### src/rtl/arm_mac_seq.sv
// Multi-cycle shift-add multiply/accumulate unit for MUL/MLA and the long
// multiplies, with a ready/start/done handshake and N/Z flag outputs.
module arm_mac_seq #(
  parameter int unsigned WIDTH      = 32,
  parameter int unsigned RADIX_LOG2 = 2
) (
  input  logic             clk,
  input  logic             rst_b,
  input  logic             start,
  input  logic             flush,
  input  logic             op_long,
  input  logic             op_signed,
  input  logic             op_acc,
  input  logic [WIDTH-1:0] op_a,
  input  logic [WIDTH-1:0] op_b,
  input  logic [WIDTH-1:0] acc_lo,
  input  logic [WIDTH-1:0] acc_hi,
  output logic             ready,
  output logic             busy,
  output logic             done,
  output logic [WIDTH-1:0] res_lo,
  output logic [WIDTH-1:0] res_hi,
  output logic             flag_n,
  output logic             flag_z
);

  localparam int unsigned K    = WIDTH / RADIX_LOG2;
  localparam int unsigned CntW = $clog2(K + 1);
  localparam int unsigned W2   = 2 * WIDTH;

  typedef enum logic [1:0] {StIdle, StRun, StFixup, StDone} state_e;

  state_e            state_q, state_d;
  logic [W2-1:0]     mcand_q, mcand_d;
  logic [WIDTH-1:0]  mplier_q, mplier_d;
  logic [W2-1:0]     prod_q, prod_d;
  logic [W2-1:0]     acc_q, acc_d;
  logic              neg_q, neg_d;
  logic              long_q, long_d;
  logic [CntW-1:0]   cnt_q, cnt_d;
  logic [WIDTH-1:0]  res_lo_q, res_lo_d;
  logic [WIDTH-1:0]  res_hi_q, res_hi_d;
  logic              flag_n_q, flag_n_d;
  logic              flag_z_q, flag_z_d;

  logic              a_neg, b_neg;
  logic [WIDTH-1:0]  mag_a, mag_b;
  logic [W2-1:0]     acc_in;
  logic [W2-1:0]     partial;
  logic [W2-1:0]     fixed;
  logic [W2-1:0]     sum;

  // Signedness only matters for the long forms; the low word is sign-agnostic.
  assign a_neg  = op_signed & op_long & op_a[WIDTH-1];
  assign b_neg  = op_signed & op_long & op_b[WIDTH-1];
  // The most-negative value negates to itself, which is the correct magnitude.
  assign mag_a  = a_neg ? (~op_a + WIDTH'(1)) : op_a;
  assign mag_b  = b_neg ? (~op_b + WIDTH'(1)) : op_b;
  assign acc_in = !op_acc ? '0 : (op_long ? {acc_hi, acc_lo} : {{WIDTH{1'b0}}, acc_lo});

  assign fixed  = neg_q ? (~prod_q + W2'(1)) : prod_q;
  assign sum    = fixed + acc_q;

  always_comb begin
    partial = '0;
    for (int unsigned i = 0; i < RADIX_LOG2; i++) begin
      if (mplier_q[i]) partial = partial + (mcand_q << i);
    end
  end

  always_comb begin
    state_d  = state_q;
    mcand_d  = mcand_q;
    mplier_d = mplier_q;
    prod_d   = prod_q;
    acc_d    = acc_q;
    neg_d    = neg_q;
    long_d   = long_q;
    cnt_d    = cnt_q;
    res_lo_d = res_lo_q;
    res_hi_d = res_hi_q;
    flag_n_d = flag_n_q;
    flag_z_d = flag_z_q;

    unique case (state_q)
      StIdle, StDone: begin
        state_d = StIdle;
        if (start) begin
          mcand_d  = {{WIDTH{1'b0}}, mag_a};
          mplier_d = mag_b;
          prod_d   = '0;
          acc_d    = acc_in;
          neg_d    = a_neg ^ b_neg;
          long_d   = op_long;
          cnt_d    = '0;
          state_d  = StRun;
        end
      end
      StRun: begin
        if (flush) begin
          state_d = StIdle;
        end else begin
          prod_d   = prod_q + partial;
          mcand_d  = mcand_q << RADIX_LOG2;
          mplier_d = mplier_q >> RADIX_LOG2;
          cnt_d    = cnt_q + CntW'(1);
          if (cnt_q == CntW'(K - 1)) state_d = StFixup;
        end
      end
      StFixup: begin
        if (flush) begin
          state_d = StIdle;
        end else begin
          res_lo_d = sum[WIDTH-1:0];
          res_hi_d = long_q ? sum[W2-1:WIDTH] : '0;
          flag_n_d = long_q ? sum[W2-1] : sum[WIDTH-1];
          flag_z_d = long_q ? (sum == '0) : (sum[WIDTH-1:0] == '0);
          state_d  = StDone;
        end
      end
      default: state_d = StIdle;
    endcase
  end

  always_ff @(posedge clk or negedge rst_b) begin
    if (!rst_b) begin
      state_q  <= StIdle;
      mcand_q  <= '0;
      mplier_q <= '0;
      prod_q   <= '0;
      acc_q    <= '0;
      neg_q    <= 1'b0;
      long_q   <= 1'b0;
      cnt_q    <= '0;
      res_lo_q <= '0;
      res_hi_q <= '0;
      flag_n_q <= 1'b0;
      flag_z_q <= 1'b1;
    end else begin
      state_q  <= state_d;
      mcand_q  <= mcand_d;
      mplier_q <= mplier_d;
      prod_q   <= prod_d;
      acc_q    <= acc_d;
      neg_q    <= neg_d;
      long_q   <= long_d;
      cnt_q    <= cnt_d;
      res_lo_q <= res_lo_d;
      res_hi_q <= res_hi_d;
      flag_n_q <= flag_n_d;
      flag_z_q <= flag_z_d;
    end
  end

  assign ready  = (state_q == StIdle) || (state_q == StDone);
  assign busy   = (state_q == StRun) || (state_q == StFixup);
  assign done   = (state_q == StDone);
  assign res_lo = res_lo_q;
  assign res_hi = res_hi_q;
  assign flag_n = flag_n_q;
  assign flag_z = flag_z_q;

endmodule
### config.mk
export PLATFORM = sky130hd
export DESIGN_NAME = arm_mac_seq
export DESIGN_NICKNAME = d
export VERILOG_FILES = /design/src/rtl/arm_mac_seq.sv
export SDC_FILE = /design/constraint.sdc
export NUM_CORES = 1
export LEC_CHECK = 0
export CAP_MARGIN = 20
export CORE_ASPECT_RATIO = 0.9
export CORE_UTILIZATION = 53
export DETAILED_ROUTE_END_ITERATION = 8
export HOLD_SLACK_MARGIN = 0.15
export PLACE_DENSITY_LB_ADDON = 0.3
export RECOVER_POWER = 50
export SYNTH_ARGS = -nofsm -noshare
export SYNTH_HDL_FRONTEND = slang
export SYNTH_SLANG_ARGS = --single-unit
### constraint.sdc
create_clock -name clk -period 13.17 [get_ports clk]
set_input_delay 2.634 -clock clk [delete_from_list [all_inputs] [get_ports clk]]
set_output_delay 2.634 -clock clk [all_outputs]
set_load 0.01 [all_outputs]
==> impl_metrics.csv, run 1 <==
group,metric,value,unit
drt,ant_nets,0,
setup_path,startpoint_type,"input pin",
logic_synthesis,synth_ff_type,"dfrtp_1",
logic_synthesis,yosys-top-cells-area,"dfrtp_1 28%, ha_1 8.1%, o21ai_0 7.0%",
power_and_ir_drop,p_switching,2.66,mW
drt,drtPass1Iterations,8,
timing,worst_pin_slew,4.09,ns
finish,n_antenna_cell,0,
setup_path,critical_path_required,13.75,ns
logic_synthesis,synth_edf_count,0,
power_and_ir_drop,comb_power_share,54.7,%
worst_hold_path,min_delay_worst_endpoint,"res_lo[16]",
setup_path,worst-path-max-fanout,76,
setup_path,r2r-start,"mplier_q[0]",
logic_synthesis,avgSynthCellArea,7.86,um^2
setup_path,rrSetupSlack,6.16,ns
setup_path,worstPathArrival,9.01,ns
logic_synthesis,syn_area,0.0269,mm^2
grt,track_usage,28.1,%
timing,rsz0062_at_grt,"no",
clock_network,post_cts_buffers,0,
timing,fmax,119,MHz
power_and_ir_drop,ir_worst_vdd,0.0949,mV
clock_network,numClockSinks,299,
power_and_ir_drop,p_int,2.89,mW
grt,antenna_found_initial,0,
clock_network,ctsResizeCount,0,
setup_path,crit_type,"input pin to async pin",
clock_network,clkTransAtPathRegs,0.06,ns
setup_path,r2r-end,"prod_q[63]",
logic_synthesis,yosysTopAreaCell,"dfrtp_1",
drt,viasPerCell,6.08,
setup_path,startpoint,"rst_b",
power_and_ir_drop,powerDensity,183,mW/mm^2
worst_hold_path,min_path_cells,2,
die,initial_utilization,54.2,%
placed_design,place_congestion,0.991,
logic_synthesis,syn_inst,3421,
status,violations,"max-capacitance violations, max-slew violations",
clock_network,numCtsBuffers,34,
logic_synthesis,synth_top_area_share,27.7,%
setup_path,endpoint_kind,"async pin",
finish,instances_no_fill,4172,
timing,period_needed,8.43,ns
clock_network,cts_root_buffer,"clkbuf_16",
placed_design,dp.cells,4110,
placed_design,pre_cts_ws,6.26,ns
logic_synthesis,synthArstFlopShare,100,%
finish,drive_gt1_share,4.63,%
die,die_h,216,um
timing,setup_tns,0,ns
timing,timing.final.setup_violations,0,
drt,vias,25400,
die,pin_count,204,
drt,drc_errors,0,
logic_synthesis,syn-num-nets,3734,
placed_design,dpl.hpwl,54900,um
clock_network,clk_latency,0.55,ns
setup_path,reg2reg_depth,28,
power_and_ir_drop,leakagePower,13.6,nW
grt,gr-total-overflow,0,
drt,routed_wl,72700,um
finish,area_growth,12.9,%
drt,first_iter_violations,2174,
die,fp.dieW,239,um
grt,grt_pass1_wl,120000,um
finish,nets,3789,
die,core.rowCount,77,
finish,seqCellArea,0.00749,mm^2
timing,max-slew-margin-rel,-172,%
power_and_ir_drop,sw_frac_of_total,47.9,%
timing,worst_slack,4.74,ns
finish,nFillCells,4484,
grt,grt_max_degree,101,
power_and_ir_drop,clkPwrFrac,18.4,%
timing,fin_worst_skew,0.0299,ns
grt,first_global_vias,23000,
clock_network,cts_tree,"built",
die,core,0.0496,mm^2
clock_network,cts_hold_buf,0,
worst_hold_path,hold_path.class,"flip-flop to flip-flop",
run,maxCapViolCount,6,
logic_synthesis,synth_seq_cells,299,
power_and_ir_drop,seq_power_share,27.0,%
logic_synthesis,yosysSeqAreaShare,27.8,%
power_and_ir_drop,total_power,5.55,mW
logic_synthesis,synth_cell_types,99,
timing,holdWs,0.466,ns
die,die_area,0.0516,mm^2
status,status,"complete, but fails checks",
logic_synthesis,yosysWarnings,0,
finish,multi_input_area,0.0184,mm^2
timing,hold_violations,0,
drt,wl_per_cell,17.4,um
timing,min_period_over_period,64.0,%
clock_network,cts_max_level,2,
timing,slew_violations,432,
worst_hold_path,hold_start,"res_lo[16]",
clock_network,cts_buffer_depth,3,
placed_design,port_buffers,203,
[worst max path at each step]
stage,slack [ns],cells past startpoint,end
floorplan,5.55,34,prod_q[58]
global placement,6.43,28,prod_q[63]
detailed placement,6.26,28,prod_q[63]
CTS,6.25,28,prod_q[63]
global route,3.29,3,mcand_q[58]
finish,4.74,3,mcand_q[56]
[state kept, by name, summed over array words and instances, names as in the netlist]
register	cells
flag_n	1
mcand_q	64
res_hi	32
mplier_q	32
cnt_q	5
neg_q	1
acc_q	64
long_q	1
state_q	2
prod_q	64
res_lo	32
flag_z	1
[cells in the mapped netlist, types with 9 or more instances]
library cell and n:
or3_1 34, or4_1 19, a21boi_0 12, o211ai_1 20
a21o_1 101, nor4_1 22, nand4_1 55, o22ai_1 21
nor2b_1 30, o21ai_0 374, nor2_1 190, nand3_1 58
a22o_1 88, xor2_1 130, nand2_1 498, nor3_1 33
o21ai_1 9, mux2_2 28, and3_1 27, buf_1 17
ha_1 175, a31oi_1 27, nand2b_1 36, o31ai_1 38
xnor2_1 178, a211o_1 11, o41ai_1 18, o21a_1 23
clkbuf_1 185, o32ai_1 12, and2_1 42, o21bai_1 24
a211oi_1 17, inv_1 83, a21oi_1 305, dfrtp_1 298
[logic make-up after synthesis]
kind of cell | Yosys count | synth area share, %
DFF | 299 | 27.8
AOI/OAI and AO/OA | 1199 | 28.4
muxes | 34 | 1.40
buffers and inverters | 288 | 4.03
xor gates and xnor gates | 308 | 10.0
adders and majority gates | 179 | 8.40
and+or+nand+nor | 1114 | 19.9
[power groups by stage]
stage | Combinational [mW] | Sequential (mW) | Clock, mW
6_report | 3.03 | 1.50 | 1.02
3_3_place_gp | 2.95 | 1.49 | 0
5_1_grt | 3.36 | 1.54 | 1.08
2_1_floorplan | 2.47 | 1.26 | 0
3_5_place_dp | 2.98 | 1.50 | 0
4_1_cts | 2.99 | 1.48 | 1.04
[stage by stage]
| step | util (%) | area [um^2] |
|---|---|---|
| 6_report | 61.2 | 30300 |
| 5_1_grt | 61.2 | 30300 |
| 4_1_cts | 61.2 | 30400 |
| 3_5_place_dp | 58.8 | 29200 |
| 3_3_place_gp | 58.8 | 29200 |
| 2_1_floorplan | - | 26900 |
[layer usage]
metal | track usage, % | part of all wire (%) | up-vias
met1 | 44.0 | 50 | 11800
met2 | 40.6 | 41 | 869
li1 | - | - | 12600
met3 | 3.73 | 7.1 | 76
met4 | 5.62 | 1.6 | 0
met5 | 0 | 0 | -
[worst max-delay path: stages]
cell	delay, ns
clkbuf_1	2.79
clkbuf_1	2.62
buf_4	0.88
[placed cells by master, fill, tap and decap left out, drive strengths merged, types with 30 or more instances in the layout]
master | Yosys | layout
o31ai | 40 | 40
nand3 | 59 | 59
clkdlybuf4s50 | 0 | 147
nor2 | 190 | 190
xnor2 | 178 | 178
nand2b | 37 | 37
a22o | 88 | 88
inv | 83 | 85
a21oi | 307 | 307
and2 | 42 | 42
clkbuf | 185 | 51
dfrtp | 298 | 298
a21o | 101 | 101
o21ai | 384 | 384
dlygate4sd3 | 0 | 55
nor2b | 30 | 30
nor3 | 35 | 35
xor2 | 130 | 130
nand4 | 55 | 55
or3 | 39 | 39
nand2 | 499 | 499
ha | 175 | 175
[area by class of cell]
class	instances	share of cell area [%]
Clock inverter	16	0.746
Inverter	83	1.03
Timing Repair Buffer	224	7.13
Multi-Input combinational cell	2834	60.5
Tap cell	671	2.77
Clock buffer	45	3.17
Sequential cell	299	24.7
Power figures use the tool's default switching activity.
==> inputs of run 2 (changes only) <==
==> constraint.sdc (replaced) <==
create_clock -name clk -period 8.09 [get_ports clk]
set_input_delay 1.618 -clock clk [delete_from_list [all_inputs] [get_ports clk]]
set_output_delay 1.618 -clock clk [all_outputs]
set_load 0.01 [all_outputs]
==> run 2 against run 1 <==
  * The flow still finishes with violations (max-capacitance violations, max-slew violations)
  * Via count down 0.34%
  * Sequential share of layout area about the same
  * Worst setup slack worse by 3.2 ns
  * Clock power increased by 62%
  * Utilization hardly changed
  * Sequential power up 61%
  * Total power grew 63%
  * Global-route usage grew 0.12 points
  * Largest cell class unchanged
  * Largest power group unchanged
==> impl_metrics.csv, run 2 (same netlist as run 1, synthesis figures left out) <==
group,metric,value,unit
status,status,"complete, but fails checks",
status,violations,"max-capacitance violations, max-slew violations",
clock_network,numClockSinks,299,
finish,nFillCells,4537,
setup_path,cpMostUsedCell,"clkbuf_1",
setup_path,critical-path-max-stage-delay,2.27,ns
setup_path,critical_path_required,7.71,ns
timing,timing.final.setup_violations,0,
placed_design,dpl.hpwl,55500,um
drt,viasPerCell,6.06,
drt,drc_errors,0,
clock_network,post_cts_buffers,0,
die,die_h,216,um
finish,final_common_cell,"nand2_1",
power_and_ir_drop,total_power,9.04,mW
run,maxCapViolCount,5,
drt,first_iter_violations,2147,
grt,grt_max_degree,123,
finish,n_antenna_cell,0,
placed_design,port_buffers,203,
timing,min_period_over_period,80.9,%
timing,setup_tns,0,ns
timing,slew_violations,401,
grt,antenna_found_initial,1,
setup_path,crit_chain,"clkbuf_1, clkbuf_1",
clock_network,numCtsBuffers,36,
finish,nets,3789,
finish,area_growth,12.8,%
worst_hold_path,hold_path.class,"flip-flop to flip-flop",
placed_design,place_congestion,0.978,
timing,period_needed,6.54,ns
clock_network,cts_max_level,2,
setup_path,worst-path-stages,2,
timing,fin_worst_skew,0.0307,ns
timing,max-slew-margin-rel,-169,%
timing,hold_violations,0,
setup_path,cp_slowest_cell,"clkbuf_1",
placed_design,placed_area,0.0292,mm^2
setup_path,endpoint_kind,"async pin",
clock_network,clkTransAtPathRegs,0.06,ns
drt,routed_wl,73100,um
die,die_area,0.0516,mm^2
clock_network,ctsResizeCount,0,
setup_path,crit_type,"input pin to async pin",
die,core.rowCount,77,
power_and_ir_drop,powerDensity,298,mW/mm^2
die,fp.dieW,239,um
setup_path,startpoint_type,"input pin",
finish,multi_input_area,0.0184,mm^2
grt,track_usage,28.2,%
finish,reg_top3,"acc_q (64), mcand_q (64), prod_q (64)",
die,pin_count,204,
timing,worst_pin_slew,4.03,ns
setup_path,worstPathArrival,6.16,ns
grt,grt_pass1_wl,120000,um
timing,fmax,153,MHz
setup_path,reg2reg_depth,28,
setup_path,cp_num_buf_inv,2,
finish,seqCellArea,0.00749,mm^2
power_and_ir_drop,leakagePower,13.4,nW
clock_network,cts_hold_buf,0,
drt,wl_per_cell,17.5,um
setup_path,cp_top_family,"buffers and inverters",
worst_hold_path,min_path_cells,2,
clock_network,cts_tree,"built",
finish,stdcell_area,0.0303,mm^2
setup_path,worst-path-max-fanout,60,
clock_network,cts_buffer_depth,3,
grt,gr-total-overflow,0,
die,initial_utilization,54.2,%
clock_network,clk_latency,0.57,ns
power_and_ir_drop,ir_worst_vdd,0.172,mV
drt,vias,25300,
die,core,0.0496,mm^2
drt,drtPass1Iterations,5,
timing,rsz0062_at_grt,"no",
finish,drive_gt1_share,4.77,%
grt,first_global_vias,22900,
drt,ant_nets,0,
timing,holdWs,0.472,ns
finish,final_cell_mix,"498 x nand2_1, 374 x o21ai_0, 305 x a21oi_1, 295 x dfrtp_1, 199 x clkdlybuf4s50_1",
clock_network,cts_root_buffer,"clkbuf_16",
==> run 2: changes by cell type in the layout (fill, tap and decap cells not counted), moves of 4 or more <==
cell             previous run  this run
clkinv_2                    4         9
dlygate4sd3_1              55         3
clkbuf_1                   11         7
clkdlybuf4s50_1           147       199
==> run 2: layout make-up <==
type                            count  area share, %
Timing Repair Buffer              222           7.13
Multi-Input combinational cell   2834           60.5
Tap cell                          671           2.77
Clock inverter                     19          0.664
Inverter                           83           1.03
Clock buffer                       45           3.25
Sequential cell                   299           24.7
==> run 2: worst paths after layout <==
| kind | slack, ns | from | to |
|---|---|---|---|
| setup / recovery | 1.55 | rst_b | mplier_q[0] |
| setup reg to reg | 1.58 | mplier_q[0] | prod_q[58] |
| max in group clk | 1.58 | mplier_q[0] | prod_q[58] |
| min in group asynchronous | 2.17 | rst_b | acc_q[4] |
| hold reg to reg | 0.47 | res_lo[0] | res_lo[0] |
| hold / removal | 0.47 | res_lo[0] | res_lo[0] |
==> run 2: metal layers <==
| layer | track usage [%] | wire (um) | up-vias |
|---|---|---|---|
| li1 | - | - | 12600 |
| met1 | 44.6 | 36900 | 11800 |
| met2 | 40.5 | 30100 | 815 |
| met3 | 3.45 | 5150 | 67 |
| met4 | 5.56 | 1020 | 0 |
| met5 | 0 | 0 | - |
==> run 2: where the power goes <==
| part | switching [mW] | internal (mW) | leakage [nW] | total (mW) |
|---|---|---|---|---|
| logic | 3.08 | 1.90 | 8.83 | 4.98 |
| clock network | 0.678 | 0.967 | 0.587 | 1.65 |
| registers | 0.604 | 1.81 | 4.02 | 2.41 |
==> run 2: through the flow <==
stage | util [%] | setup WS [ns] | cells
after global routing | 61.2 | 0.508 | 4173
after detailed placement | 58.8 | 1.61 | 4108
after CTS | 61.2 | 1.59 | 4172
final | 61.2 | 1.55 | 4173
after global placement | 58.8 | 1.60 | 4108
after floorplan | - | 0.475 | 3421
